===== src/rtl/uart_rx_if.sv =====
// uart_rx_if: receive-side byte handshake between uart_rx and its consumer.
//   rx_data   : received byte, stable while rx_valid=1
//   rx_valid  : holding register full
//   rx_ready  : consumer accepts the byte when rx_valid & rx_ready
//   frame_err : one-cycle pulse, stop bit sampled low
//   overrun   : one-cycle pulse, byte completed while holding register full
//   busy      : receiver state machine not idle
// master = receiver side, slave = consumer side.
interface uart_rx_if;
    logic [7:0] rx_data;
    logic       rx_valid;
    logic       rx_ready;
    logic       frame_err;
    logic       overrun;
    logic       busy;

    modport master (
        output rx_data, rx_valid, frame_err, overrun, busy,
        input  rx_ready
    );

    modport slave (
        input  rx_data, rx_valid, frame_err, overrun, busy,
        output rx_ready
    );
endinterface


===== src/rtl/uart_rx.sv =====
// uart_rx: 8N1 UART receiver, 115200 baud, 16x oversampling from a
// phase-accumulator tick in the clock50 domain, 3-sample majority vote
// per bit, single-entry holding register with valid/ready handshake.
//   clock50 : 50 MHz system clock, rising edge
//   rst_n   : asynchronous active-low reset
//   rx      : serial line, idle high, asynchronous to clock50
//   bus     : uart_rx_if.master (rx_data, rx_valid, rx_ready,
//             frame_err, overrun, busy)
module uart_rx #(
    parameter int unsigned ACC_WIDTH = 16,
    parameter int unsigned ACC_INC   = 2416,
    parameter int unsigned OVS       = 16
) (
    input  logic      clock50,
    input  logic      rst_n,
    input  logic      rx,
    uart_rx_if.master bus
);
    localparam int unsigned AW1 = ACC_WIDTH + 1;
    localparam int unsigned TW  = $clog2(OVS);
    localparam logic [TW-1:0] T7 = TW'(7);
    localparam logic [TW-1:0] T8 = TW'(8);
    localparam logic [TW-1:0] T9 = TW'(9);
    localparam logic [TW-1:0] TL = TW'(OVS - 1);

    typedef enum logic [1:0] {IDLE, START, DATA, STOP} state_t;

    // baud tick: carry out of the phase accumulator
    logic [ACC_WIDTH-1:0] acc;
    logic [ACC_WIDTH:0]   acc_sum;
    logic                 tick;

    assign acc_sum = {1'b0, acc} + AW1'(ACC_INC);
    assign tick    = acc_sum[ACC_WIDTH];

    always_ff @(posedge clock50 or negedge rst_n) begin
        if (!rst_n) acc <= '0;
        else        acc <= acc_sum[ACC_WIDTH-1:0];
    end

    logic rx_m, rx_s;

    always_ff @(posedge clock50 or negedge rst_n) begin
        if (!rst_n) begin
            rx_m <= 1'b1;
            rx_s <= 1'b1;
        end else begin
            rx_m <= rx;
            rx_s <= rx_m;
        end
    end

    state_t        state, state_n;
    logic [TW-1:0] tcnt, tcnt_n;
    logic [2:0]    bitidx, bitidx_n;
    logic [7:0]    shreg, shreg_n;
    logic          s7, s7_n, s8, s8_n;
    logic          armed, armed_n;
    logic          commit, commit_n;
    logic          stop_ok, stop_ok_n;
    logic          vote;

    // majority of samples at ticks 7, 8 and the live sample at tick 9
    assign vote = (s7 & s8) | (s7 & rx_s) | (s8 & rx_s);

    always_ff @(posedge clock50 or negedge rst_n) begin
        if (!rst_n) begin
            state   <= IDLE;
            tcnt    <= '0;
            bitidx  <= '0;
            shreg   <= '0;
            s7      <= 1'b1;
            s8      <= 1'b1;
            armed   <= 1'b1;
            commit  <= 1'b0;
            stop_ok <= 1'b0;
        end else begin
            state   <= state_n;
            tcnt    <= tcnt_n;
            bitidx  <= bitidx_n;
            shreg   <= shreg_n;
            s7      <= s7_n;
            s8      <= s8_n;
            armed   <= armed_n;
            commit  <= commit_n;
            stop_ok <= stop_ok_n;
        end
    end

    always_comb begin
        state_n   = state;
        tcnt_n    = tcnt;
        bitidx_n  = bitidx;
        shreg_n   = shreg;
        s7_n      = s7;
        s8_n      = s8;
        // a low stop bit disarms start detection until the line is seen high
        armed_n   = armed | rx_s;
        commit_n  = 1'b0;
        stop_ok_n = stop_ok;

        if (state != IDLE && tick) begin
            tcnt_n = tcnt + 1'b1;
            if (tcnt == T7) s7_n = rx_s;
            if (tcnt == T8) s8_n = rx_s;
        end

        unique case (state)
            IDLE: begin
                if (!rx_s && armed) begin
                    state_n = START;
                    tcnt_n  = '0;
                end
            end
            START: begin
                if (tick) begin
                    if (tcnt == T9 && vote) state_n = IDLE;
                    if (tcnt == TL) begin
                        state_n  = DATA;
                        tcnt_n   = '0;
                        bitidx_n = '0;
                    end
                end
            end
            DATA: begin
                if (tick) begin
                    if (tcnt == T9) shreg_n = {vote, shreg[7:1]};
                    if (tcnt == TL) begin
                        tcnt_n = '0;
                        if (bitidx == 3'd7) state_n  = STOP;
                        else                bitidx_n = bitidx + 3'd1;
                    end
                end
            end
            STOP: begin
                // commit at the stop-bit vote so back-to-back frames are caught
                if (tick && tcnt == T9) begin
                    state_n   = IDLE;
                    commit_n  = 1'b1;
                    stop_ok_n = vote;
                    if (!vote) armed_n = 1'b0;
                end
            end
            default: state_n = IDLE;
        endcase
    end

    // holding register state after this cycle's accept
    logic valid_keep;
    assign valid_keep = bus.rx_valid & ~bus.rx_ready;

    always_ff @(posedge clock50 or negedge rst_n) begin
        if (!rst_n) begin
            bus.rx_data   <= '0;
            bus.rx_valid  <= 1'b0;
            bus.frame_err <= 1'b0;
            bus.overrun   <= 1'b0;
        end else begin
            bus.rx_valid  <= valid_keep;
            bus.frame_err <= 1'b0;
            bus.overrun   <= 1'b0;
            if (commit) begin
                if (!stop_ok) begin
                    bus.frame_err <= 1'b1;
                end else if (!valid_keep) begin
                    bus.rx_data  <= shreg;
                    bus.rx_valid <= 1'b1;
                end else begin
                    bus.overrun <= 1'b1;
                end
            end
        end
    end

    assign bus.busy = (state != IDLE);
endmodule


===== src/flat_wrapper.sv =====
// flat-port wrapper written by rule: the top's interface ports become plain ports
module uart_rx_flat 
#(
    parameter int unsigned ACC_WIDTH = 16,
    parameter int unsigned ACC_INC   = 2416,
    parameter int unsigned OVS       = 16
)
  (clock50, rst_n, rx, bus_rx_data, bus_rx_valid, bus_frame_err, bus_overrun, bus_busy, bus_rx_ready);
  uart_rx_if bus_i ();
  input  logic clock50;
  input  logic rst_n;
  input  logic rx;
  output wire logic [$bits(bus_i.rx_data)-1:0] bus_rx_data;
  output wire logic [$bits(bus_i.rx_valid)-1:0] bus_rx_valid;
  output wire logic [$bits(bus_i.frame_err)-1:0] bus_frame_err;
  output wire logic [$bits(bus_i.overrun)-1:0] bus_overrun;
  output wire logic [$bits(bus_i.busy)-1:0] bus_busy;
  input wire logic [$bits(bus_i.rx_ready)-1:0] bus_rx_ready;
  assign bus_rx_data = bus_i.rx_data;
  assign bus_rx_valid = bus_i.rx_valid;
  assign bus_frame_err = bus_i.frame_err;
  assign bus_overrun = bus_i.overrun;
  assign bus_busy = bus_i.busy;
  assign bus_i.rx_ready = bus_rx_ready;
  uart_rx #(.ACC_WIDTH(ACC_WIDTH), .ACC_INC(ACC_INC), .OVS(OVS)) u_core (.clock50(clock50), .rst_n(rst_n), .rx(rx), .bus(bus_i));
endmodule

===== config.mk =====
export PLATFORM = sky130hd
export DESIGN_NAME = uart_rx_flat
export DESIGN_NICKNAME = d
export VERILOG_FILES = /design/src/rtl/uart_rx_if.sv /design/src/rtl/uart_rx.sv /design/src/flat_wrapper.sv
export SDC_FILE = /design/constraint.sdc
export NUM_CORES = 1
export LEC_CHECK = 0
export BUFFER_PORTS_ARGS = -buffer_cell sky130_fd_sc_hd__buf_2
export CAP_MARGIN = 20
export CORE_MARGIN = 2
export CORE_UTILIZATION = 59
export CTS_CLUSTER_SIZE = 25
export DETAILED_ROUTE_END_ITERATION = 7
export PLACE_DENSITY = 0.81
export SETUP_SLACK_MARGIN = 0.5
export SLEW_MARGIN = 15
export SYNTH_ARGS = -nofsm -noshare
export SYNTH_HDL_FRONTEND = slang
export SYNTH_SLANG_ARGS = --single-unit

===== constraint.sdc =====
create_clock -name clock50 -period 2.05 [get_ports clock50]
set_input_delay 0.5125 -clock clock50 [delete_from_list [all_inputs] [get_ports clock50]]
set_output_delay 0.5125 -clock clock50 [all_outputs]
set_load 0.02 [all_outputs]

==> out/qor_table.md <==
| Group | Item | This run |
|:---|:---|:---|
| yosys | Synthesized instance count | 179 |
| drt | Number of detailed-route iterations in the first pass | 4 |
| critical path | Worst endpoint data arrival time | 2100 ps |
| sta | Final critical-path share of the clock period | 0.908 |
| layout | Syn-to-layout area delta | 28.8% |
| yosys | Post-synth top flop | dfrtp_1 |
| power | Switching share of total power | 0.258 |
| power | Part of the total power dissipated in combinational logic | 0.181 |
| yosys | Post-Syn Area | 0.00223 mm2 |
| critical path | Endpoint class of the critical path | flip-flop |
| layout | Number of antenna repair diodes | 0 |
| placement | Placer's final routability congestion estimate | 0.828 |
| yosys | Number of distinct library cell variants in the gate-level netlist after synthesis | 46 |
| floorplan | Initial core utilization | 0.613 |
| layout | Area of all placed cells without fillers | 0.00287 mm2 |
| power | Worst-case vdd ir drop | 0.378 mV |
| power | Reported leakage power | 1.34 nW |
| power | Power density normalized to cell area | 752 mW/mm2 |
| sta | Headroom to the max-slew limit | 0.687 |
| critical path | Type of the setup path with the least slack | reg2reg |
| job | Max capacitance violation total | 0 |
| drt | Vias | 1601 |
| floorplan | Site row count | 22 |
| global route | Number of antenna violations at the first check in global routing | 0 |
| clocking | CTS tree | yes |
| global route | Largest net degree at the start of global routing | 21 |
| yosys | Share of flip-flops with an asynchronous set or reset | 1.00 |
| clocking | Buffer type at the clock tree root | clkbuf_8 |
| floorplan | Placeable core region | 0.00363 mm2 |
| placement | Number of buffer cells added on primary ports | 15 |
| global route | GRT Residual Overflow | 0 |
| clocking | Number of clock sinks seen by CTS | 47 |
| yosys | Synth warn | 0 |
| hold path | HP Class | in2async |
| outcome | Status | finished, final reports clean |
| floorplan | Die X-Extent | 65.4 um |
| yosys | Net Count, Synth | 193 |
| yosys | Mean instance size in the synthesized netlist | 12.4 um2 |
| clocking | Number of clock buffers inserted by TritonCTS | 5 |
| sta | Number of hold violations in the final report | 0 |
| drt | Total DRC errors in the routed layout | 0 |
| sta | Final sum of negative setup slack | 0 ps |
| yosys | Post-synthesis sequential area ratio | 0.531 |
| power | Share of power burned in registers | 0.449 |
| sta | Post-layout minimum cycle time | 1860 ps |
| floorplan | Die area | 0.00428 mm2 |
| power | Pint | 1.60 mW |
| floorplan | Number of ports placed on the die boundary | 16 |
| floorplan | Die extent in y | 65.4 um |
| layout | Share of final-layout standard cells stronger than drive strength 1 | 0.472 |
| power | Net Sw Power | 0.555 mW |
| critical path | Sort of element at the start of the critical path | flip-flop |
| clocking | Clock Tree Buf Depth | 2 |
| power | Power share of the clock group | 0.370 |
| clocking | Number of hold-repair buffers added at the cts stage | 0 |
| global route | Number of global-route vias before repair | 1580 |
| sta | Final-report max-slew violation count | 0 |
| clocking | H-tree lvl count | 2 |
| layout | Commonest cells after routing, fill and taps aside | dfrtp_1, buf_4, buf_2, nor2_1, mux2_4 |
| yosys | Number of synthesized flops with an enable pin | 0 |
| drt | Post-DR vias/cell | 5.78 |
| clocking | Worst-skew pair later-pin latency | 300 ps |
| placement | Post-detailed-placement cell area | 0.00245 mm2 |
| sta | Worst Clk Skew | 6.05 ps |
| yosys | Total of flip-flops plus latches after synthesis | 47 |
| drt | Number of DRC violations after detailed-routing iteration 0 | 123 |
| drt | Residual antenna-violating net count after detailed routing | 0 |
| global route | First-pass GRT wire length | 7.48 mm |
| sta | Count of final setup violators | 0 |
| sta | Transition at the pin with the smallest max-transition slack | 469 ps |
| global route | Global-route usage over all layers | 0.230 |
| sta | Unrepaired setup endpoints after global routing | true |
| placement | Post-DP HPWL | 2.84 mm |
| drt | WL per Instance | 17.1 um |
| sta | Maximum clock frequency | 0.537 GHz |
| critical path | Worst Path Max Fanout | 5 |
| layout | Most common cell after layout, fill and taps aside | dfrtp_1 |
| drt | Final wirelength | 4.74 mm |
| critical path | Required time of the worst setup path | 2290 ps |
| yosys | Cell accounting for the most synthesized area | dfrtp_1 |
| yosys | Synth area leaders | dfrtp_1, mux2_1, dfstp_2, ha_1, mux2_2 |
| clocking | Clock-pin transition on the worst setup and hold timing paths | 90 ps |
| layout | Layout net count | 242 |
| yosys | Fraction of synthesized cell area taken by the top area cell type | 0.472 |
-- state kept, by name, summed over array words and instances, names as in the netlist, 3 cells and up, named ones only --
signal              cells
u_core.acc             12
u_core.bus.rx_data      8
u_core.shreg            8
u_core.tcnt             4
u_core.bitidx           3
-- power groups by stage --
stage,sequential (mW),combinational [mW],clock (mW)
3_3_place_gp,0.977,0.242,0
6_report,0.969,0.390,0.798
2_1_floorplan,0.975,0.179,0
5_1_grt,0.969,0.419,0.842
3_5_place_dp,0.979,0.254,0
4_1_cts,0.961,0.292,0.804
-- cell type report --
| class | count | area [um2] |
|---|---|---|
| multi-input cells | 116 | 1120 |
| clock buffers | 6 | 72.6 |
| well taps | 48 | 60.1 |
| fillers | 218 | 764 |
| inverters | 12 | 45.0 |
| clock inverters | 2 | 60.1 |
| flip-flops and latches | 47 | 1180 |
| repair buffers | 46 | 325 |
-- metal layers --
layer | vias to the layer above | global-route usage | part of all wire
met1 | 815 | 0.283 | 0.42
met2 | 46 | 0.402 | 0.52
met3 | 10 | 0.0462 | 0.048
met4 | 0 | 0.0807 | 0.017
li1 | 730 | - | -
met5 | - | 0 | 0
-- path summary, 6_finish.rpt --
check | start | cells past startpoint | to | slack, ps
worst max-delay path | u_core.tcnt[0] | 6 | u_core.state[0] | 190
worst max register to register | u_core.tcnt[0] | 6 | u_core.state[0] | 190
worst min register to register | u_core.rx_m | 0 | u_core.rx_s | 360
min in group clock50 | rx | 1 | u_core.rx_m | 310
max in group asynchronous | rst_n | 2 | u_core.rx_m | 1300
worst min-delay path | rst_n | 1 | u_core.shreg[3] | 140
-- repair_timing --
item | CTS | global route
setup endpoints to repair | 23 | 24
pin swaps | 3 | 9
gates cloned | 0 | 0
gates resized for setup | 8 | 17
buffers inserted | 16 | 10
-- metrics by stage --
step / std cells / utilization / setup slack (ps) / total power, mW / hold WS (ps)
floorplan: 179 / - / 288 / 1.15 / 217
global placement: 243 / 0.673 / 256 / 1.22 / 346
detailed placement: 243 / 0.673 / 187 / 1.23 / 348
CTS: 267 / 0.751 / 231 / 2.06 / 154
global route: 277 / 0.790 / 105 / 2.23 / 172
finish: 277 / 0.790 / 189 / 2.16 / 136
-- critical path, stage by stage (launching register included) --
cell	delay, ps
dfrtp_2	440
ha_4	180
nand3_2	130
o31a_1	270
a221o_1	320
or3_4	350
a21oi_2	110
-- synthesized netlist by cell type, types with 2 or more instances --
| library cell | number |
|---|---|
| mux2i_1 | 2 |
| dfrtp_1 | 42 |
| xor2_1 | 5 |
| mux2_1 | 12 |
| inv_1 | 12 |
| nand4b_1 | 2 |
| nor2_1 | 13 |
| nand2_1 | 7 |
| o31a_1 | 2 |
| nor2b_1 | 2 |
| dfstp_2 | 5 |
| a21oi_1 | 7 |
| ha_1 | 10 |
| mux2_2 | 8 |
| nor4_1 | 4 |
| nand2b_1 | 3 |
| nand3_1 | 2 |
| a22o_1 | 5 |
| nand4_1 | 3 |
| xnor2_1 | 6 |
| clkbuf_1 | 2 |
-- cells by family (layout without fill, tap and decap cells) --
family	count (synthesis)	count (layout)	share of synthesized area
AND/OR/NAND/NOR	48	48	0.138
flip-flops	47	47	0.531
AO/OA/AOI/OAI	24	24	0.0848
multiplexers	22	22	0.110
buffers and inverters	16	66	0.0320
adder cells (fa/ha/maj)	11	11	0.0607
XOR/XNOR	11	11	0.0433
(Power assumes the default switching activity.)
